[config.mk]
export PLATFORM = sky130hd
export DESIGN_NAME = apb_cmd_master
export DESIGN_NICKNAME = d
export VERILOG_FILES = /design/src/rtl/apb_pkg.sv /design/src/rtl/apb_wait_cnt.sv /design/src/rtl/apb_cmd_master.sv
export SDC_FILE = /design/constraint.sdc
export NUM_CORES = 1
export LEC_CHECK = 0
export ABC_CLOCK_PERIOD_IN_PS = 7420
export BUFFER_PORTS_ARGS = -buffer_cell sky130_fd_sc_hd__buf_4
export CORE_MARGIN = 8
export CORE_UTILIZATION = 50
export DETAILED_ROUTE_END_ITERATION = 10
export PLACE_DENSITY = 0.95
export SYNTH_ARGS = -nofsm -noshare
export SYNTH_HDL_FRONTEND = slang
export SYNTH_SLANG_ARGS = --single-unit
[constraint.sdc]
create_clock -name clk -period 7.42 [get_ports clk]
set_input_delay 1.484 -clock clk [delete_from_list [all_inputs] [get_ports clk]]
set_output_delay 1.484 -clock clk [all_outputs]
set_load 0.05 [all_outputs]
[src/rtl/apb_pkg.sv]
// Shared definitions for the APB command master: FSM state encoding and the
// default transfer timeout.
package apb_pkg;

    // Transfer phases of the APB master.
    typedef enum logic [1:0] {
        IDLE   = 2'd0,
        SETUP  = 2'd1,
        ACCESS = 2'd2
    } apbState_t;

    // Default number of ACCESS cycles allowed before a transfer is aborted.
    localparam int TIMEOUT_DEFAULT = 16;

endpackage

[src/rtl/apb_wait_cnt.sv]
// Wait-state counter for the ACCESS phase. It counts cycles in which the
// slave holds PREADY low, saturates instead of wrapping, and flags when the
// last permitted wait cycle has been reached.
module apb_wait_cnt
    import apb_pkg::*;
#(
    parameter  int TIMEOUT = TIMEOUT_DEFAULT,
    localparam int CNT_W   = $clog2(TIMEOUT + 1)
) (
    input  logic             clk,
    input  logic             reset,
    input  logic             clear,
    input  logic             enable,
    output logic [CNT_W-1:0] count,
    output logic             expired
);

    logic [CNT_W-1:0] count_q;
    logic [CNT_W-1:0] count_d;

    // Next count: clear wins, otherwise step up until the saturation value.
    always_comb begin
        count_d = count_q;
        if (clear) begin
            count_d = '0;
        end else if (enable && (count_q != CNT_W'(TIMEOUT))) begin
            count_d = count_q + CNT_W'(1);
        end
    end

    // Count register with asynchronous reset to zero.
    always_ff @(posedge clk or posedge reset) begin
        if (reset) begin
            count_q <= '0;
        end else begin
            count_q <= count_d;
        end
    end

    assign count   = count_q;
    assign expired = (count_q == CNT_W'(TIMEOUT - 1));

endmodule

[src/rtl/apb_cmd_master.sv]
// APB master driven by a simple valid/ready command port. Each accepted
// command becomes one APB transfer (SETUP then ACCESS); completion or a
// wait-state timeout is reported with a one-cycle rsp_valid pulse.
module apb_cmd_master
    import apb_pkg::*;
#(
    parameter int ADDR_W  = 4,
    parameter int TIMEOUT = TIMEOUT_DEFAULT
) (
    input  logic              clk,
    input  logic              reset,
    // Command side
    input  logic              cmd_valid,
    output logic              cmd_ready,
    input  logic              cmd_write,
    input  logic [ADDR_W-1:0] cmd_addr,
    input  logic [31:0]       cmd_wdata,
    // Response side
    output logic              rsp_valid,
    output logic [31:0]       rsp_rdata,
    output logic              rsp_err,
    // APB master side
    output logic              PSEL,
    output logic              PENABLE,
    output logic              PWRITE,
    output logic [ADDR_W-1:0] PADDR,
    output logic [31:0]       PWDATA,
    input  logic [31:0]       PRDATA,
    input  logic              PREADY
);

    localparam int CNT_W = $clog2(TIMEOUT + 1);

    // A timeout below 2 leaves no room for a single wait state.
    if (TIMEOUT < 2) begin : gBadTimeout
        $error("apb_cmd_master: TIMEOUT must be at least 2");
    end

    apbState_t         state_q, state_d;
    logic              psel_q, psel_d;
    logic              penable_q, penable_d;
    logic              pwrite_q, pwrite_d;
    logic [ADDR_W-1:0] paddr_q, paddr_d;
    logic [31:0]       pwdata_q, pwdata_d;
    logic              rspValid_q, rspValid_d;
    logic [31:0]       rspRdata_q, rspRdata_d;
    logic              rspErr_q, rspErr_d;

    logic              waitClear;
    logic              waitEnable;
    logic [CNT_W-1:0]  waitCount;
    logic              waitExpired;
    logic              unusedWaitCount;

    // The counter restarts whenever we are outside ACCESS, so it is zero on
    // entry, and it only advances while the slave is stalling.
    assign waitClear  = (state_q != ACCESS);
    assign waitEnable = (state_q == ACCESS) && !PREADY;

    apb_wait_cnt #(
        .TIMEOUT (TIMEOUT)
    ) uWaitCnt (
        .clk     (clk),
        .reset   (reset),
        .clear   (waitClear),
        .enable  (waitEnable),
        .count   (waitCount),
        .expired (waitExpired)
    );

    // The raw count is only of interest for debug; the FSM uses expired.
    assign unusedWaitCount = ^waitCount;

    // Next-state and next-output decode; PREADY completion has priority over
    // the timeout so a late but valid response is never reported as an error.
    always_comb begin
        state_d    = state_q;
        psel_d     = psel_q;
        penable_d  = penable_q;
        pwrite_d   = pwrite_q;
        paddr_d    = paddr_q;
        pwdata_d   = pwdata_q;
        rspValid_d = 1'b0;
        rspRdata_d = rspRdata_q;
        rspErr_d   = rspErr_q;

        case (state_q)
            IDLE: begin
                if (cmd_valid) begin
                    state_d   = SETUP;
                    psel_d    = 1'b1;
                    penable_d = 1'b0;
                    pwrite_d  = cmd_write;
                    paddr_d   = cmd_addr;
                    pwdata_d  = cmd_wdata;
                end
            end
            SETUP: begin
                state_d   = ACCESS;
                psel_d    = 1'b1;
                penable_d = 1'b1;
            end
            ACCESS: begin
                if (PREADY) begin
                    state_d    = IDLE;
                    psel_d     = 1'b0;
                    penable_d  = 1'b0;
                    rspValid_d = 1'b1;
                    rspErr_d   = 1'b0;
                    rspRdata_d = pwrite_q ? 32'd0 : PRDATA;
                end else if (waitExpired) begin
                    state_d    = IDLE;
                    psel_d     = 1'b0;
                    penable_d  = 1'b0;
                    rspValid_d = 1'b1;
                    rspErr_d   = 1'b1;
                    rspRdata_d = 32'd0;
                end
            end
            default: begin
                state_d   = IDLE;
                psel_d    = 1'b0;
                penable_d = 1'b0;
            end
        endcase
    end

    // State and registered outputs; reset drops the bus immediately.
    always_ff @(posedge clk or posedge reset) begin
        if (reset) begin
            state_q    <= IDLE;
            psel_q     <= 1'b0;
            penable_q  <= 1'b0;
            pwrite_q   <= 1'b0;
            paddr_q    <= '0;
            pwdata_q   <= 32'd0;
            rspValid_q <= 1'b0;
            rspRdata_q <= 32'd0;
            rspErr_q   <= 1'b0;
        end else begin
            state_q    <= state_d;
            psel_q     <= psel_d;
            penable_q  <= penable_d;
            pwrite_q   <= pwrite_d;
            paddr_q    <= paddr_d;
            pwdata_q   <= pwdata_d;
            rspValid_q <= rspValid_d;
            rspRdata_q <= rspRdata_d;
            rspErr_q   <= rspErr_d;
        end
    end

    assign cmd_ready = (state_q == IDLE);
    assign PSEL      = psel_q;
    assign PENABLE   = penable_q;
    assign PWRITE    = pwrite_q;
    assign PADDR     = paddr_q;
    assign PWDATA    = pwdata_q;
    assign rsp_valid = rspValid_q;
    assign rsp_rdata = rspRdata_q;
    assign rsp_err   = rspErr_q;

endmodule

# --- Yosys cells after proc, flatten, opt, wreduce, memory -nomap -nowiden ---
# Cells that the tools add are included.
classes:
  add_sub_neg: 1
  mul: 0
  div_mod_pow: 0
  n_lt_le_gt_ge: 0
  eq_ne: 7
  shift: 0
  n_mux: 20
  n_bitwise: 0
  reduce_logical: 9
op_table:
  columns: ["operator", "n"]
  rows:
  - ["$mux 32", 3]
  - ["$mux 5", 2]
  - ["$mux 1", 9]
  - ["$mux 2", 3]
  - ["$pmux 1 s3", 2]
  - ["$pmux 2 s3", 1]
  - ["$reduce_and 2->1", 3]
  - ["$add 5x1->5 const B", 1]
  - ["$eq 5x4->1 const B", 1]
  - ["$ne 5x5->1 const B", 1]
  - ["$ne 2x2->1 const B", 2]
  - ["$reduce_bool 2->1", 2]
  - ["$ne 3x2->1 const B", 1]
  - ["$eq 2x1->1 const B", 1]
  - ["$eq 2x2->1 const B", 1]
  - ["$logic_and 1x1->1", 2]
  - ["$logic_not 2->1", 1]
  - ["$logic_not 1->1", 1]
word_totals:
  ff_bits: 80
  latchBits: 0
  ramBits: 0
  mem_bits_ro: 0
  inputBits: 73
  out_inout_bits: 74
  wordCells: 47
  n_memories: 0

# --- Logic depth before layout (Yosys ltp) ---
depth:
  depth_word: 5
  ltp_mapped: 7

# --- Modules after synthesis ---
# A second synthesis with hierarchy kept.
unflattened:
  cells_unflattened: 273
  area_unflattened_um2: 3274.4
modules_own_cells:
  columns: ["module", "n_inst", "cells_each", "area_per_inst_um2", "seq_area_each_um2"]
  rows:
  - ["apb_cmd_master", 1, 243, 2976.6, 1851.8]
  - ["apb_wait_cnt", 1, 30, 297.8, 125.1]

# --- Worst setup path before layout ---
# Ideal clock, no wire load.
synth_path:
  kind: "reg2out"
  start: "register state_q[1]"
  end: "output cmd_ready"
  arrival_ns: 1.118
  path_slack_ns: 4.818
  stages_incl_launch_ff: 2
  n_path_buf: 0
  cell_sequence: "dfrtp_1 -> nor2_2"
synth_between:
  elab_chain_len: 1
synth_rtl:
  columns: ["element", "line_no", "rtl"]
  rows:
  - ["start, declared", "apb_cmd_master.sv:39", "apbState_t state_q, state_d;"]
  - ["start signal, assigned", "apb_cmd_master.sv:141", "state_q <= state_d;"]
  - ["$logic_not 2->1", "apb_cmd_master.sv:153", "assign cmd_ready = (state_q == IDLE);"]
  - ["end, declared", "apb_cmd_master.sv:14", "output logic cmd_ready,"]
# Every way passes these cells.

# --- Final worst setup path ---
layout_path:
  start: "input PREADY"
  end: "register rspRdata_q[27] (netlist: rsp_rdata[27])"
layout_between:
  elab_chain_len: 2
  word_cells_on_any_way: 3
layout_rtl:
  columns: ["element", "line_no", "rtl"]
  rows:
  - ["start, declared", "apb_cmd_master.sv:29", "input logic PREADY"]
  - ["$reduce_bool 2->1 (no source line)", null, null]
  - ["$reduce_and 2->1 (no source line)", null, null]
  - ["end signal, assigned", "apb_cmd_master.sv:148", "rspRdata_q <= rspRdata_d;"]
  - ["end, declared", "apb_cmd_master.sv:46", "logic [31:0] rspRdata_q, rspRdata_d;"]
# Several ways; a longest one is shown, not always the timed one.
# A chain may end at the register's enable or synchronous reset.

==> flow_metrics.env <==
export IMPL_status="finished, final reports clean"
export IMPL_gr_total_overflow=0
export IMPL_rsz0062_at_grt="no"
export IMPL_synth_cell_types=32
export IMPL_yosysWarnings=0
export IMPL_rr_startpoint="uWaitCnt.count[0]$_DFFE_PP0P_"
export IMPL_cp_end_kind="flop"
export IMPL_holdWs_ns=0.510
export IMPL_grt_pass1_vias=2781
export IMPL_clock_skew_ns=0.00854
export IMPL_rr_worst_depth=5
export IMPL_setup_viol=0
export IMPL_reg2reg_to="rsp_rdata[27]$_DFFE_PP0P_"
export IMPL_antenna_cells=0
export IMPL_drive_above_1_share_pct=49.6
export IMPL_die_h_um=97.1
export IMPL_instances_no_fill=492
export IMPL_min_to="PWDATA[9]$_DFFE_PP0P_"
export IMPL_area_delta_synth_final_pct=38.6
export IMPL_ant_nets=0
export IMPL_synth_area_top_cells="dfrtp_1 (60%), mux2_4 (8.7%), o21ai_0 (7.9%), mux2_2 (6.2%), nand2_1 (4.1%)"
export IMPL_yosys_register_bits=79
export IMPL_slowest_delay_ns=0.96
export IMPL_cap_violations=0
export IMPL_drv_slew=0
export IMPL_ys_seq_area_share_pct=60.1
export IMPL_cts_resized=0
export IMPL_io_pins=147
export IMPL_worstPathMaxFanout=32
export IMPL_finalCritPeriodShare_pct=37.0
export IMPL_die_area_mm2=0.00944
export IMPL_total_power_mw=2.53
export IMPL_clk_latency_ns=0.34
export IMPL_row_count=29
export IMPL_startpoint_type="input port"
export IMPL_max_slew_margin_rel_pct=19.3
export IMPL_portBuffers=146
export IMPL_placedCellCount=476
export IMPL_via_per_inst=5.16
export IMPL_worst_path_max_delay_cell="nor2b_2"
export IMPL_antenna_found_initial=0
export IMPL_power_density_mw_per_mm2=554
export IMPL_postCtsSetupBuffers=0
export IMPL_fmax_ghz=0.364
export IMPL_grt_pass1_wl_mm=13.7
export IMPL_hold_class="reg2reg"
export IMPL_ir_worst_vdd_mv=0.358
export IMPL_cts_tree="done"
export IMPL_period_minus_slack_ns=2.75
export IMPL_hpwl_mm=6.10
export IMPL_finalHoldViolCount=0
export IMPL_netlist_instances=271
export IMPL_cts_path_max_buffers=2
export IMPL_synth_top_cell_area_share_pct=60.1
export IMPL_gp_congestion=0.828
export IMPL_grt_start_max_net_pins=80
export IMPL_holdPathStages=1
export IMPL_clkSinkCount=79
export IMPL_first_pass_iters=4
export IMPL_hold_buffers=0
export IMPL_fp_dieW_um=97.1
export IMPL_setup_tns_ns=0
export IMPL_drc=0
export IMPL_clk_pin_slew_worst_paths_ns=0.07
export IMPL_numCtsBuffers=9
export IMPL_htreeDepth=3
export IMPL_cts_root_buf="clkbuf_8"
export IMPL_crit_chain="buf_4 > nor2b_2 > nand2_1 > o21ai_0"
export IMPL_p_leak_nw=2.24
export IMPL_syn_area_per_cell_um2=12.1
export IMPL_syn_nets=347
export IMPL_vias=2541
export IMPL_crit_required_ns=7.65
export IMPL_yosys_area_top_type="dfrtp_1"
export IMPL_core_mm2=0.00635
export IMPL_start_util_pct=51.8
export IMPL_path_class="in2reg"
export IMPL_final_nets=486
export IMPL_tightest_slew_ns=1.20
export IMPL_cp_arrival_ns=2.97
export IMPL_wirelength_mm=8.51
export IMPL_grt_util_all_layers_pct=17.5
export IMPL_min_delay_start="PWDATA[9]$_DFFE_PP0P_"
export IMPL_worst_r2r_setup_slack_ns=4.89
export IMPL_post_synth_instance_area_mm2=0.00329
export IMPL_drtIter0Drc=163
export IMPL_drt_wirelength_per_cell_um=17.3
layout by cell type (no fill, tap or decap), types with 2 or more instances in the layout:
cell type / count
a21oi_1: 3
buf_4: 147
clkbuf_8: 13
clkinv_2: 2
dfrtp_1: 79
ha_1: 3
inv_1: 5
mux2_2: 18
mux2_4: 19
nand2_1: 36
nand2b_1: 2
nor2_1: 3
nor2_2: 2
o21ai_0: 52
o21ai_1: 15
layout make-up:
cell class / count / area, um^2
clock inverters: 2 / 12.5
fillers: 454 / 1790
well taps: 77 / 96.3
multi-input cells: 167 / 1170
clock buffers: 14 / 183
repair buffers: 147 / 1100
flip-flops and latches: 79 / 1980
inverters: 6 / 23.8
power breakdown:
| group | switching, mW | total (mW) | internal [mW] |
|---|---|---|---|
| clock | 0.148 | 0.306 | 0.158 |
| combinational | 1.00 | 1.47 | 0.469 |
| sequential | 0.119 | 0.750 | 0.632 |
stage by stage:
stage / utilization [%] / setup slack [ns] / instance area (um^2)
3_5_place_dp: 68.8 / 4.36 / 4370
2_1_floorplan: - / 3.91 / 3290
5_1_grt: 71.9 / 4.51 / 4560
4_1_cts: 71.9 / 4.72 / 4560
3_3_place_gp: 68.8 / 4.50 / 4370
6_report: 71.9 / 4.67 / 4560
layer usage:
layer / vias up / part of all wire, % / GRT usage [%]
met1: 1219 / 41 / 20.0
li1: 1208 / - / -
met4: 0 / 1.4 / 5.92
met3: 11 / 7.7 / 6.69
met2: 103 / 50 / 29.4
met5: - / 0 / 0
registers in the layout (all words and copies together) (netlist names):
name,count
PSEL,1
rsp_valid,1
uWaitCnt.count,5
rsp_err,1
state_q,2
PWDATA,32
rsp_rdata,32
PWRITE,1
PADDR,4
cells by family (layout without fill, tap and decap cells):
| family | Yosys count | count (layout) | synth area share, % |
|---|---|---|---|
| AO/OA/AOI/OAI | 74 | 74 | 11.7 |
| multiplexers | 38 | 38 | 15.1 |
| AND/OR/NAND/NOR | 51 | 51 | 7.07 |
| adder cells (fa/ha/maj) | 3 | 3 | 1.14 |
| flip-flops | 79 | 79 | 60.1 |
| XOR/XNOR | 1 | 1 | 0.266 |
| buffers and inverters | 25 | 169 | 4.64 |
how the worst max path moves through the flow:
| stage | start | endpoint | cells past startpoint |
|---|---|---|---|
| floorplan | reset | PADDR[0]$_DFFE_PP0P_ | 1 |
| global placement | PREADY | rsp_rdata[14]$_DFFE_PP0P_ | 4 |
| detailed placement | PREADY | rsp_rdata[9]$_DFFE_PP0P_ | 4 |
| CTS | PREADY | rsp_rdata[27]$_DFFE_PP0P_ | 4 |
| global route | PREADY | rsp_rdata[27]$_DFFE_PP0P_ | 4 |
| finish | PREADY | rsp_rdata[27]$_DFFE_PP0P_ | 4 |
worst max-delay path: cells and delay by family:
kind | cells | cell delay [ns]
simple gates | 2 | 1.07
compound gates | 1 | 0.25
buf+inv | 1 | 0.14
synth_stat cells (all sizes together):
cell    count
xor2        1
a221oi      1
clkbuf      9
nand2b      2
nor3b       1
nand4b      1
and2        1
dfrtp      79
o21ai      68
o31ai       1
ha          3
or3         1
nand2      36
buf        10
nor2        5
a21oi       3
mux2i       1
and2b       1
inv         6
mux2       37
a32o        1
nor2b       1
nor4bb      1
and3        1
No activity file was read; power rests on OpenSTA's default activity.
